[src/rtl/mem_req_ctrl_pkg.sv]
// mem_req_ctrl_pkg: width helpers and request bundle shared by the memory request controller and its bench
package mem_req_ctrl_pkg;
  localparam int BIT_WIDTH_D = 128;
  localparam int WORD_DEPTH_D = 64;
  function automatic int AW_F(input int depth);
    return (depth > 1) ? $clog2(depth) : 1;
  endfunction
  function automatic int BE_W_F(input int width);
    return width / 8;
  endfunction
  typedef struct packed {
    logic we;
    logic [BE_W_F(BIT_WIDTH_D)-1:0] be;
    logic [AW_F(WORD_DEPTH_D)-1:0] addr;
    logic [BIT_WIDTH_D-1:0] dat;
  } mem_req_t;
endpackage

[src/rtl/mem_req_ctrl_rspq.sv]
// mem_req_ctrl_rspq: synchronous FIFO with wrapping pointers, used to hold read responses
module mem_req_ctrl_rspq import mem_req_ctrl_pkg::*; #(
  parameter int W = 128,
  parameter int DEPTH = 2,
  localparam int PW = AW_F(DEPTH),
  localparam int CW = $clog2(DEPTH + 1)
) (
  input  logic          clk,
  input  logic          rst,
  input  logic          push,
  input  logic          pop,
  input  logic [W-1:0]  din,
  output logic [W-1:0]  dout,
  output logic          full,
  output logic          empty,
  output logic [CW-1:0] count
);
  logic [W-1:0] mem [DEPTH];
  logic [PW-1:0] wr_ptr, rd_ptr;
  always_ff @(posedge clk) begin
    if (rst) begin
      wr_ptr <= '0;
      rd_ptr <= '0;
      count <= '0;
    end else begin
      if (push) wr_ptr <= (wr_ptr == PW'(DEPTH - 1)) ? '0 : wr_ptr + 1'b1;
      if (pop) rd_ptr <= (rd_ptr == PW'(DEPTH - 1)) ? '0 : rd_ptr + 1'b1;
      count <= count + CW'(push) - CW'(pop);
    end
  end
  always_ff @(posedge clk) if (push) mem[wr_ptr] <= din;
  assign dout = mem[rd_ptr];
  assign full = count == CW'(DEPTH);
  assign empty = count == '0;
endmodule

[src/rtl/mem_req_ctrl.sv]
// mem_req_ctrl: valid/ready to active-low SRAM strobe bridge with queued read responses; MEM_REQ_CTRL_BM_EN enables the byte mask
module mem_req_ctrl import mem_req_ctrl_pkg::*; #(
  parameter int BIT_WIDTH = 128,
  parameter int WORD_DEPTH = 64,
  parameter int RSP_DEPTH = 2,
  localparam int AW = AW_F(WORD_DEPTH),
  localparam int BE_W = BE_W_F(BIT_WIDTH),
  localparam int CW = $clog2(RSP_DEPTH + 1)
) (
  input  logic                 clk_i,
  input  logic                 rst_i,
  input  logic                 req_valid_i,
  output logic                 req_ready_o,
  input  logic                 req_we_i,
  input  logic [BE_W-1:0]      req_be_i,
  input  logic [AW-1:0]        req_addr_i,
  input  logic [BIT_WIDTH-1:0] req_dat_i,
  output logic                 rsp_valid_o,
  input  logic                 rsp_ready_i,
  output logic [BIT_WIDTH-1:0] rsp_dat_o,
  output logic                 mem_en_o,
  output logic                 mem_wen_o,
  output logic [BE_W-1:0]      mem_bm_o,
  output logic [AW-1:0]        mem_addr_o,
  output logic [BIT_WIDTH-1:0] mem_dat_o,
  input  logic [BIT_WIDTH-1:0] mem_dat_i
);
  logic rd_inflight, fire, pop, full, empty;
  logic [CW-1:0] count;
  logic [CW:0] need;
  logic [BE_W+AW+BIT_WIDTH:0] req_bus;
  assign pop = rsp_valid_o & rsp_ready_i;
  // a read in flight already owns a queue slot, so credit counts it before it lands
  assign need = (CW+1)'(count) + (CW+1)'(rd_inflight) - (CW+1)'(pop);
  assign req_ready_o = ~rst_i & (need < (CW+1)'(RSP_DEPTH));
  assign fire = req_valid_i & req_ready_o;
  assign mem_en_o = ~fire;
  assign mem_wen_o = ~(fire & req_we_i);
  assign mem_addr_o = req_addr_i;
  assign mem_dat_o = req_dat_i;
`ifdef MEM_REQ_CTRL_BM_EN
  assign mem_bm_o = ~req_be_i;
`else
  assign mem_bm_o = '0;
`endif
  always_ff @(posedge clk_i) rd_inflight <= rst_i ? 1'b0 : fire & ~req_we_i;
  mem_req_ctrl_rspq #(.W(BIT_WIDTH), .DEPTH(RSP_DEPTH)) u_rspq (
    .clk(clk_i),
    .rst(rst_i),
    .push(rd_inflight),
    .pop(pop),
    .din(mem_dat_i),
    .dout(rsp_dat_o),
    .full(full),
    .empty(empty),
    .count(count)
  );
  assign rsp_valid_o = ~empty;
  assign req_bus = {req_we_i, req_be_i, req_addr_i, req_dat_i};
  a_no_push_full: assert property (@(posedge clk_i) disable iff (rst_i) !(rd_inflight && full));
  a_req_stable: assert property (@(posedge clk_i) disable iff (rst_i)
    (req_valid_i && !req_ready_o) |=> $stable(req_bus));
endmodule

[config.mk]
export PLATFORM = sky130hd
export DESIGN_NAME = mem_req_ctrl
export DESIGN_NICKNAME = d
export VERILOG_FILES = /design/src/rtl/mem_req_ctrl_pkg.sv /design/src/rtl/mem_req_ctrl_rspq.sv /design/src/rtl/mem_req_ctrl.sv
export SDC_FILE = /design/constraint.sdc
export NUM_CORES = 1
export LEC_CHECK = 0
export BUFFER_PORTS_ARGS = -buffer_cell sky130_fd_sc_hd__buf_4
export CAP_MARGIN = 20
export CORE_AREA = 3 3 217 219
export DETAILED_ROUTE_END_ITERATION = 12
export DIE_AREA = 0 0 220 222
export PLACE_DENSITY_LB_ADDON = 0.25
export SYNTH_ARGS = -nofsm -noshare
export SYNTH_HDL_FRONTEND = slang
export SYNTH_SLANG_ARGS = --single-unit
[constraint.sdc]
create_clock -name clk_i -period 7.9 [get_ports clk_i]
set_input_delay 1.58 -clock clk_i [delete_from_list [all_inputs] [get_ports clk_i]]
set_output_delay 1.58 -clock clk_i [all_outputs]
set_load 0.02 [all_outputs]
==> flow_metrics.env, run 1 <==
export IMPL_synth_area_um2=10700
export IMPL_slew_headroom_pct=29.8
export IMPL_switching_share_pct=28.4
export IMPL_pre_cts_slack_ns=2.99
export IMPL_synth_edf_count=256
export IMPL_grt_setup_unrepaired="no"
export IMPL_ios=565
export IMPL_nets=1019
export IMPL_hold_class="register to register"
export IMPL_wl_per_cell_um=17.0
export IMPL_synthTopCellsByArea="edfxtp_1 72%, mux2_2 14%, buf_4 10%"
export IMPL_met1_usage_pct=9.17
export IMPL_p_per_area_nw_per_um2=328
export IMPL_syn_area_per_cell_um2=18.5
export IMPL_yosysWarnings=0
export IMPL_timing_hold_ws_ns=0.588
export IMPL_finalCritPeriodShare_pct=62.0
export IMPL_hold_violations=0
export IMPL_fmax_ghz=0.204
export IMPL_max_slew_worst_pin_slew_ns=1.05
export IMPL_die_h_um=222
export IMPL_cts_tree="yes"
export IMPL_critPathMaxFanout=4
export IMPL_dr_pass1_iters=4
export IMPL_grt_pass1_wl_mm=32.8
export IMPL_htree_levels=1
export IMPL_cts_buffers=31
export IMPL_netlist_instances=580
export IMPL_p_sw_mw=1.24
export IMPL_syn_to_final_growth_pct=24.2
export IMPL_worst_path_largest_cell_delay_ns=0.45
export IMPL_setup_viol=0
export IMPL_p_clk_share_pct=33.5
export IMPL_gp_congestion=0.668
export IMPL_end_kind="output pin"
export IMPL_intPower_mw=3.13
export IMPL_power_mw=4.37
export IMPL_post_cts_resized=0
export IMPL_clockBufferDepth=3
export IMPL_clk_pin_slew_ns=0.06
export IMPL_worstPathCellList="buf_4 -> o21a_1 -> ha_1 -> inv_1 -> ha_1 -> fa_1 -> nor2_1 -> nand4_1 -> buf_4"
export IMPL_skew_ns=0.0119
export IMPL_post_cts_buffers=0
export IMPL_root_buffer="clkbuf_16"
export IMPL_overflow=0
export IMPL_drive_above_1_share_pct=59.0
export IMPL_drcViolationCount=0
export IMPL_worstPathRequired_ns=6.32
export IMPL_slew_violations=0
export IMPL_grt_util_met3_pct=4.37
export IMPL_mostFrequentLayoutCell="buf_4"
export IMPL_power_leakage_nw=4.78
export IMPL_grt_max_degree=68
export IMPL_p_seq_share_pct=40.2
export IMPL_synth_top_area_cell="edfxtp_1"
export IMPL_pwr_share_comb_pct=26.3
export IMPL_ir_drop_mv=0.157
export IMPL_layout_cells_non_filler=1360
export IMPL_outcome="finished, final reports clean"
export IMPL_drt_total_wl_mm=23.1
export IMPL_placed_cells=1300
export IMPL_post_route_util_pct=29.5
export IMPL_placed_area_um2=12300
export IMPL_synthFlopType="edfxtp_1"
export IMPL_die_w_um=220
export IMPL_cp_start_kind="input port"
export IMPL_arrival_ns=3.32
export IMPL_max_cap_violations=0
export IMPL_tns_ns=0
export IMPL_row_count=78
export IMPL_grt_pass1_vias=5325
export IMPL_seq_area_frac_synth_pct=72.7
export IMPL_clkLatencyLatePin_ns=0.56
export IMPL_critPathSlowestCell="fa_1"
export IMPL_start_util_pct=23.7
export IMPL_ant_nets=0
export IMPL_antenna_found_initial=3
export IMPL_ys_ff_latch=262
export IMPL_grt_use_total_pct=8.84
export IMPL_final_cell_mix="269 x buf_4, 256 x edfxtp_1, 130 x mux2_2"
export IMPL_grt_busiest_layer="met2"
export IMPL_dieArea_um2=48800
export IMPL_cts_hold_buffers_added=0
export IMPL_ys_async_sr_fraction_pct=0
export IMPL_dp_hpwl_mm=15.1
export IMPL_timing_worst_setup_path_type="input port to output pin"
export IMPL_core_um2=45300
export IMPL_io_buffers=264
export IMPL_vias=5128
export IMPL_vias_per_cell=3.77
export IMPL_fin_crit_ns=4.90
export IMPL_fin_area_um2=13300
export IMPL_drt_iter0_markers=149
export IMPL_fin_ws_ns=3.00
export IMPL_ys_types=20
export IMPL_synth_top_area_share_pct=71.6
export IMPL_met2_usage_pct=14.7
export IMPL_cts_sinks=262
[path summary, 6_finish.rpt]
kind	from	end	slack, ns	cells past startpoint
max	rsp_ready_i	mem_wen_o	3.00	9
min	rd_inflight$_SDFF_PP0_	u_rspq.wr_ptr$_SDFFE_PP0P_	0.59	2
max reg2reg	rd_inflight$_SDFF_PP0_	u_rspq.mem[0][59]$_DFFE_PP_	5.63	2
min reg2reg	rd_inflight$_SDFF_PP0_	u_rspq.wr_ptr$_SDFFE_PP0P_	0.59	2
[power groups by stage]
stage          Clock [mW]  Sequential (mW)  Combinational [mW]
3_3_place_gp            0             1.79                1.18
4_1_cts              1.53             1.76                1.19
6_report             1.46             1.76                1.15
2_1_floorplan           0             1.76               0.864
5_1_grt              1.58             1.77                1.24
3_5_place_dp            0             1.79                1.18
[kinds of logic (layout without fill, tap and decap cells)]
kind of cell | count (synthesis) | count (layout) | synth area share (%)
multiplexers | 130 | 130 | 13.6
buffers and inverters | 168 | 331 | 12.3
XOR/XNOR | 2 | 2 | 0.163
adder cells (fa/ha/maj) | 3 | 3 | 0.419
AO/OA/AOI/OAI | 1 | 1 | 0.0699
AND/OR/NAND/NOR | 13 | 13 | 0.687
other | 1 | 18 | 0.0349
flip-flops | 262 | 262 | 72.7
[state kept, by name, indices dropped and copies added (netlist names), named ones only]
signal,cells
u_rspq.mem,256
rd_inflight,1
u_rspq.wr_ptr,1
u_rspq.rd_ptr,1
u_rspq.count,2
[cell usage after synthesis, drive strengths merged (2+ instances only)]
library cell / number
nor2b: 4
nor2: 3
inv: 4
mux2: 130
ha: 2
buf: 156
dfxtp: 6
clkbuf: 8
edfxtp: 256
and2: 2
[metal layers]
layer,up-vias,part of all wire (%)
li1,2293,-
met1,2483,35
met2,262,49
met3,88,11
met4,2,4.7
met5,-,0.048
[layout make-up]
cell class                 instances  area [um^2]
timing repair buffer             269         2020
clock inverter                    23          267
fill                            4568        31900
inverter                           4         15.0
tap                              600          751
clock buffer                      35          791
multi-input combinational        165         1680
antenna                            2         5.00
sequential                       262         7810
[critical path, delay by kind of cell]
kind / cells / cell delay [ns]
AOI/OAI and AO/OA: 1 / 0.13
adders and majority gates: 3 / 0.92
and+or+nand+nor: 2 / 0.37
buffers and inverters: 3 / 0.33
Power figures use the tool's default switching activity.
==> inputs of run 2 (changes only) <==
==> constraint.sdc (replaced) <==
create_clock -name clk_i -period 4.8 [get_ports clk_i]
set_input_delay 0.96 -clock clk_i [delete_from_list [all_inputs] [get_ports clk_i]]
set_output_delay 0.96 -clock clk_i [all_outputs]
set_load 0.02 [all_outputs]
==> flow_metrics.env, run 2 (synthesized netlist as in run 1, its figures left out) <==
export IMPL_grt_max_degree=69
export IMPL_ff2ff_path_depth=2
export IMPL_mostFrequentLayoutCell="buf_4"
export IMPL_worstSetupPathDepth=9
export IMPL_die_w_um=220
export IMPL_cp_start_kind="input port"
export IMPL_htree_levels=1
export IMPL_switching_share_pct=29.2
export IMPL_ios=565
export IMPL_critPathSlowestCell="fa_1"
export IMPL_tns_ns=0
export IMPL_grt_use_total_pct=8.92
export IMPL_p_per_area_nw_per_um2=523
export IMPL_cts_hold_buffers_added=0
export IMPL_timing_worst_setup_path_type="input port to output pin"
export IMPL_p_seq_share_pct=41.4
export IMPL_hold_class="input port to register"
export IMPL_worstPathRequired_ns=3.84
export IMPL_pre_cts_slack_ns=1.15
export IMPL_finalCritPeriodShare_pct=76.0
export IMPL_timing_hold_ws_ns=0.572
export IMPL_slew_headroom_pct=36.5
export IMPL_outcome="finished, final reports clean"
export IMPL_p_clk_share_pct=30.7
export IMPL_drcViolationCount=0
export IMPL_slew_violations=0
export IMPL_vias_per_cell=3.78
export IMPL_clkLatencyLatePin_ns=0.57
export IMPL_crit_family="adder cells"
export IMPL_core_um2=45300
export IMPL_max_slew_worst_pin_slew_ns=0.953
export IMPL_fin_crit_ns=3.65
export IMPL_syn_to_final_growth_pct=23.1
export IMPL_grt_pass1_wl_mm=32.9
export IMPL_clockBufferDepth=3
export IMPL_cts_tree="yes"
export IMPL_post_route_util_pct=29.2
export IMPL_gp_congestion=0.662
export IMPL_root_buffer="clkbuf_16"
export IMPL_drive_above_1_share_pct=58.3
export IMPL_die_h_um=222
export IMPL_whs_path_depth=1
export IMPL_intPower_mw=4.90
export IMPL_fin_ws_ns=1.15
export IMPL_dp_hpwl_mm=15.2
export IMPL_worst_path_largest_cell_delay_ns=0.45
export IMPL_ir_drop_mv=0.283
export IMPL_p_sw_mw=2.02
export IMPL_drt_iter0_markers=164
export IMPL_diodes=0
export IMPL_placed_area_um2=12300
export IMPL_cts_sinks=262
export IMPL_antenna_found_initial=1
export IMPL_final_cell_mix="268 x buf_4, 256 x edfxtp_1, 130 x mux2_2"
export IMPL_max_cap_violations=0
export IMPL_io_buffers=264
export IMPL_cts_buffers=31
export IMPL_fmax_ghz=0.274
export IMPL_post_cts_resized=0
export IMPL_crit_buf_inv=3
export IMPL_grt_pass1_vias=5387
export IMPL_nFillCells=4591
export IMPL_nets=1020
export IMPL_dieArea_um2=48800
export IMPL_post_cts_buffers=0
export IMPL_largest_register="u_rspq.mem"
export IMPL_end_kind="output pin"
export IMPL_ant_nets=0
export IMPL_start_util_pct=23.7
export IMPL_power_leakage_nw=4.71
export IMPL_largest_reg_flops=256
export IMPL_critPathMaxFanout=4
export IMPL_dr_pass1_iters=4
export IMPL_skew_ns=0.00871
export IMPL_fin_area_um2=13200
export IMPL_arrival_ns=2.69
export IMPL_wl_per_cell_um=17.1
export IMPL_vias=5119
export IMPL_overflow=0
export IMPL_hold_violations=0
export IMPL_clk_pin_slew_ns=0.06
export IMPL_pwr_share_comb_pct=27.9
export IMPL_drt_total_wl_mm=23.2
export IMPL_setup_viol=0
export IMPL_worstPathCellList="buf_4 -> o21a_1 -> ha_1 -> inv_1 -> ha_1 -> fa_1 -> nor2_1 -> and2_1 -> buf_4"
export IMPL_reg_largest_list="u_rspq.mem: 256 flops, u_rspq.count: 2 flops"
export IMPL_grt_setup_unrepaired="no"
export IMPL_row_count=78
[run 2: cell types whose count changed in the layout (fill, tap and decap cells not counted)]
cell       change
clkinv_1       -6
clkbuf_1      +10
clkinv_2       -2
buf_12         +2
diode_2        -2
buf_4          -1
bufinv_16      -5
[run 2: final timing paths]
check / startpoint / endpoint / slack (ns)
hold / removal: mem_dat_i[49] / u_rspq.mem[1][49]$_DFFE_PP_ / 0.57
setup reg to reg: rd_inflight$_SDFF_PP0_ / u_rspq.mem[1][53]$_DFFE_PP_ / 2.69
setup / recovery: rsp_ready_i / req_ready_o / 1.15
hold reg to reg: rd_inflight$_SDFF_PP0_ / u_rspq.wr_ptr$_SDFFE_PP0P_ / 0.58
[run 2: cell type report]
| cell class | count | area [um^2] | share of cell area (%) |
|---|---|---|---|
| timing repair buffer | 270 | 2050 | 15.5 |
| multi-input combinational | 165 | 1680 | 12.7 |
| inverter | 4 | 15.0 | 0.114 |
| tap | 600 | 751 | 5.68 |
| sequential | 262 | 7810 | 59.1 |
| clock inverter | 10 | 83.8 | 0.634 |
| clock buffer | 45 | 828 | 6.27 |
[run 2: layer usage]
metal | global-route usage, % | wire length [um] | vias up
li1 | - | - | 2299
met1 | 9.10 | 8110 | 2467
met2 | 15.0 | 11100 | 281
met3 | 5.00 | 2870 | 72
met4 | 3.72 | 1060 | 0
met5 | 0 | 0 | -
[run 2: power groups by stage]
stage	clock, mW	sequential [mW]	combinational, mW
6_report	2.12	2.87	1.93
3_5_place_dp	0	2.92	1.98
2_1_floorplan	0	2.88	1.42
3_3_place_gp	0	2.91	1.98
5_1_grt	2.31	2.89	2.08
4_1_cts	2.22	2.87	1.99
[run 2: through the flow]
| step | std cells | power (mW) |
|---|---|---|
| after detailed placement | 1301 | 4.90 |
| after global placement | 1301 | 4.90 |
| final | 1356 | 6.92 |
| after floorplan | 595 | 4.30 |
| after global routing | 1356 | 7.28 |
| after CTS | 1356 | 7.09 |
==> inputs of run 3 (changes only) <==
==> constraint.sdc (replaced) <==
create_clock -name clk_i -period 3.2 [get_ports clk_i]
set_input_delay 0.64 -clock clk_i [delete_from_list [all_inputs] [get_ports clk_i]]
set_output_delay 0.64 -clock clk_i [all_outputs]
set_load 0.02 [all_outputs]
==> flow_metrics.env, run 3 (synthesized netlist as in run 1, its figures left out) <==
export IMPL_outcome="finished, final reports clean"
export IMPL_nets=1026
export IMPL_cts_tree="yes"
export IMPL_largest_register="u_rspq.mem"
export IMPL_intPower_mw=7.42
export IMPL_worstPathRequired_ns=2.56
export IMPL_arrival_ns=2.51
export IMPL_p_clk_share_pct=29.8
export IMPL_syn_to_final_growth_pct=24.2
export IMPL_setup_viol=0
export IMPL_crit_buf_inv=2
export IMPL_max_slew_worst_pin_slew_ns=0.846
export IMPL_fmax_ghz=0.317
export IMPL_dr_pass1_iters=4
export IMPL_die_w_um=220
export IMPL_finalCritPeriodShare_pct=98.4
export IMPL_p_seq_share_pct=41.0
export IMPL_drt_total_wl_mm=22.9
export IMPL_hold_class="input port to register"
export IMPL_cts_sinks=262
export IMPL_grt_max_degree=129
export IMPL_timing_worst_setup_path_type="register to output pin"
export IMPL_ir_drop_mv=0.483
export IMPL_hold_start="mem_dat_i[99]"
export IMPL_r2r_start="u_rspq.count[1]$_SDFF_PP0_"
export IMPL_io_buffers=264
export IMPL_wl_per_cell_um=16.8
export IMPL_drt_iter0_markers=201
export IMPL_gp_congestion=0.666
export IMPL_antenna_found_initial=0
export IMPL_reg_largest_list="u_rspq.mem: 256 flops, u_rspq.count: 2 flops"
export IMPL_grt_setup_unrepaired="yes"
export IMPL_ant_nets=0
export IMPL_cts_hold_buffers_added=0
export IMPL_vias_per_cell=3.76
export IMPL_hold_violations=0
export IMPL_slew_violations=0
export IMPL_critPathMaxFanout=4
export IMPL_slew_headroom_pct=43.6
export IMPL_skew_ns=0.00966
export IMPL_overflow=0
export IMPL_worstPathCellList="o21a_1 -> ha_1 -> inv_1 -> ha_2 -> fa_1 -> nor2_2 -> and2_1 -> buf_4"
export IMPL_clkLatencyLatePin_ns=0.55
export IMPL_cts_buffers=30
export IMPL_nFillCells=4558
export IMPL_holdPathEnd="u_rspq.mem[1][99]$_DFFE_PP_"
export IMPL_max_cap_violations=0
export IMPL_ios=565
export IMPL_placed_area_um2=12400
export IMPL_crit_family="adder cells"
export IMPL_post_route_util_pct=29.5
export IMPL_r2r_slack_ns=1.26
export IMPL_p_sw_mw=3.02
export IMPL_grt_pass1_wl_mm=33.1
export IMPL_cp_start_kind="register"
export IMPL_fin_area_um2=13300
export IMPL_whs_path_depth=1
export IMPL_core_um2=45300
export IMPL_die_h_um=222
export IMPL_clockBufferDepth=3
export IMPL_drive_above_1_share_pct=59.3
export IMPL_p_per_area_nw_per_um2=783
export IMPL_power_leakage_nw=4.77
export IMPL_power_mw=10.4
export IMPL_root_buffer="clkbuf_16"
export IMPL_fin_crit_ns=3.15
export IMPL_end_kind="output pin"
export IMPL_ff2ff_path_depth=7
export IMPL_htree_levels=1
export IMPL_clk_pin_slew_ns=0.06
export IMPL_critPathSlowestCell="fa_1"
export IMPL_dp_hpwl_mm=15.0
export IMPL_r2r_end="rd_inflight$_SDFF_PP0_"
export IMPL_mostFrequentLayoutCell="buf_4"
export IMPL_start_util_pct=23.7
export IMPL_diodes=0
export IMPL_final_cell_mix="269 x buf_4, 256 x edfxtp_1, 130 x mux2_2"
export IMPL_grt_use_total_pct=8.87
export IMPL_switching_share_pct=28.9
export IMPL_pwr_share_comb_pct=29.2
export IMPL_vias=5120
export IMPL_grt_pass1_vias=5334
export IMPL_drcViolationCount=0
export IMPL_row_count=78
export IMPL_largest_reg_flops=256
export IMPL_dieArea_um2=48800
export IMPL_worst_path_largest_cell_delay_ns=0.49
==> run 3: layout make-up <==
type | instances | area, um^2 | area share [%]
flip-flops and latches | 262 | 7820 | 58.6
repair buffers | 277 | 2170 | 16.3
multi-input cells | 165 | 1690 | 12.7
clock buffers | 36 | 795 | 5.96
well taps | 600 | 751 | 5.63
clock inverters | 18 | 101 | 0.760
inverters | 4 | 15.0 | 0.113
==> run 3: per-layer routing <==
| metal | vias to the layer above | part of all wire, % | GRT usage [%] |
|---|---|---|---|
| li1 | 2302 | - | - |
| met1 | 2493 | 36 | 9.65 |
| met2 | 255 | 49 | 14.6 |
| met3 | 70 | 11 | 4.51 |
| met4 | 0 | 4.3 | 3.68 |
| met5 | - | 0 | 0 |
==> run 3: repair_timing <==
item                                    CTS  global route
setup buffers                             1             2
endpoints found under the setup margin    3             3
gates resized for setup                   2             4
pin swaps                                 2             5
==> run 3: metrics by stage <==
step                      setup slack [ns]  hold slack [ns]  TNS, ns  std cells
final                               0.0500            0.272        0       1362
after CTS                          0.00557            0.218        0       1360
after detailed placement             0.213            0.565        0       1305
after floorplan                      0.440            0.517        0        595
after global placement               0.220            0.567        0       1305
after global routing                -0.108            0.223   -0.289       1362
==> run 3: how the worst max path moves through the flow <==
stage                                     startpoint                    endpoint  cells after the start
after floorplan               rd_inflight$_SDFF_PP0_  u_rspq.mem[0][0]$_DFFE_PP_                      1
after global placement                   rsp_ready_i                 req_ready_o                      9
after detailed placement                 rsp_ready_i                   mem_wen_o                      9
after CTS                 u_rspq.count[1]$_SDFF_PP0_                   mem_wen_o                      8
after global routing      u_rspq.count[1]$_SDFF_PP0_                   mem_wen_o                      8
final                     u_rspq.count[1]$_SDFF_PP0_                 req_ready_o                      8
==> run 3: power by group through the flow <==
stage,combinational (mW),clock [mW],sequential (mW)
finish,3.05,3.11,4.28
global route,3.27,3.41,4.32
CTS,3.12,3.26,4.30
detailed placement,3.08,0,4.36
global placement,3.09,0,4.35
floorplan,2.14,0,4.29
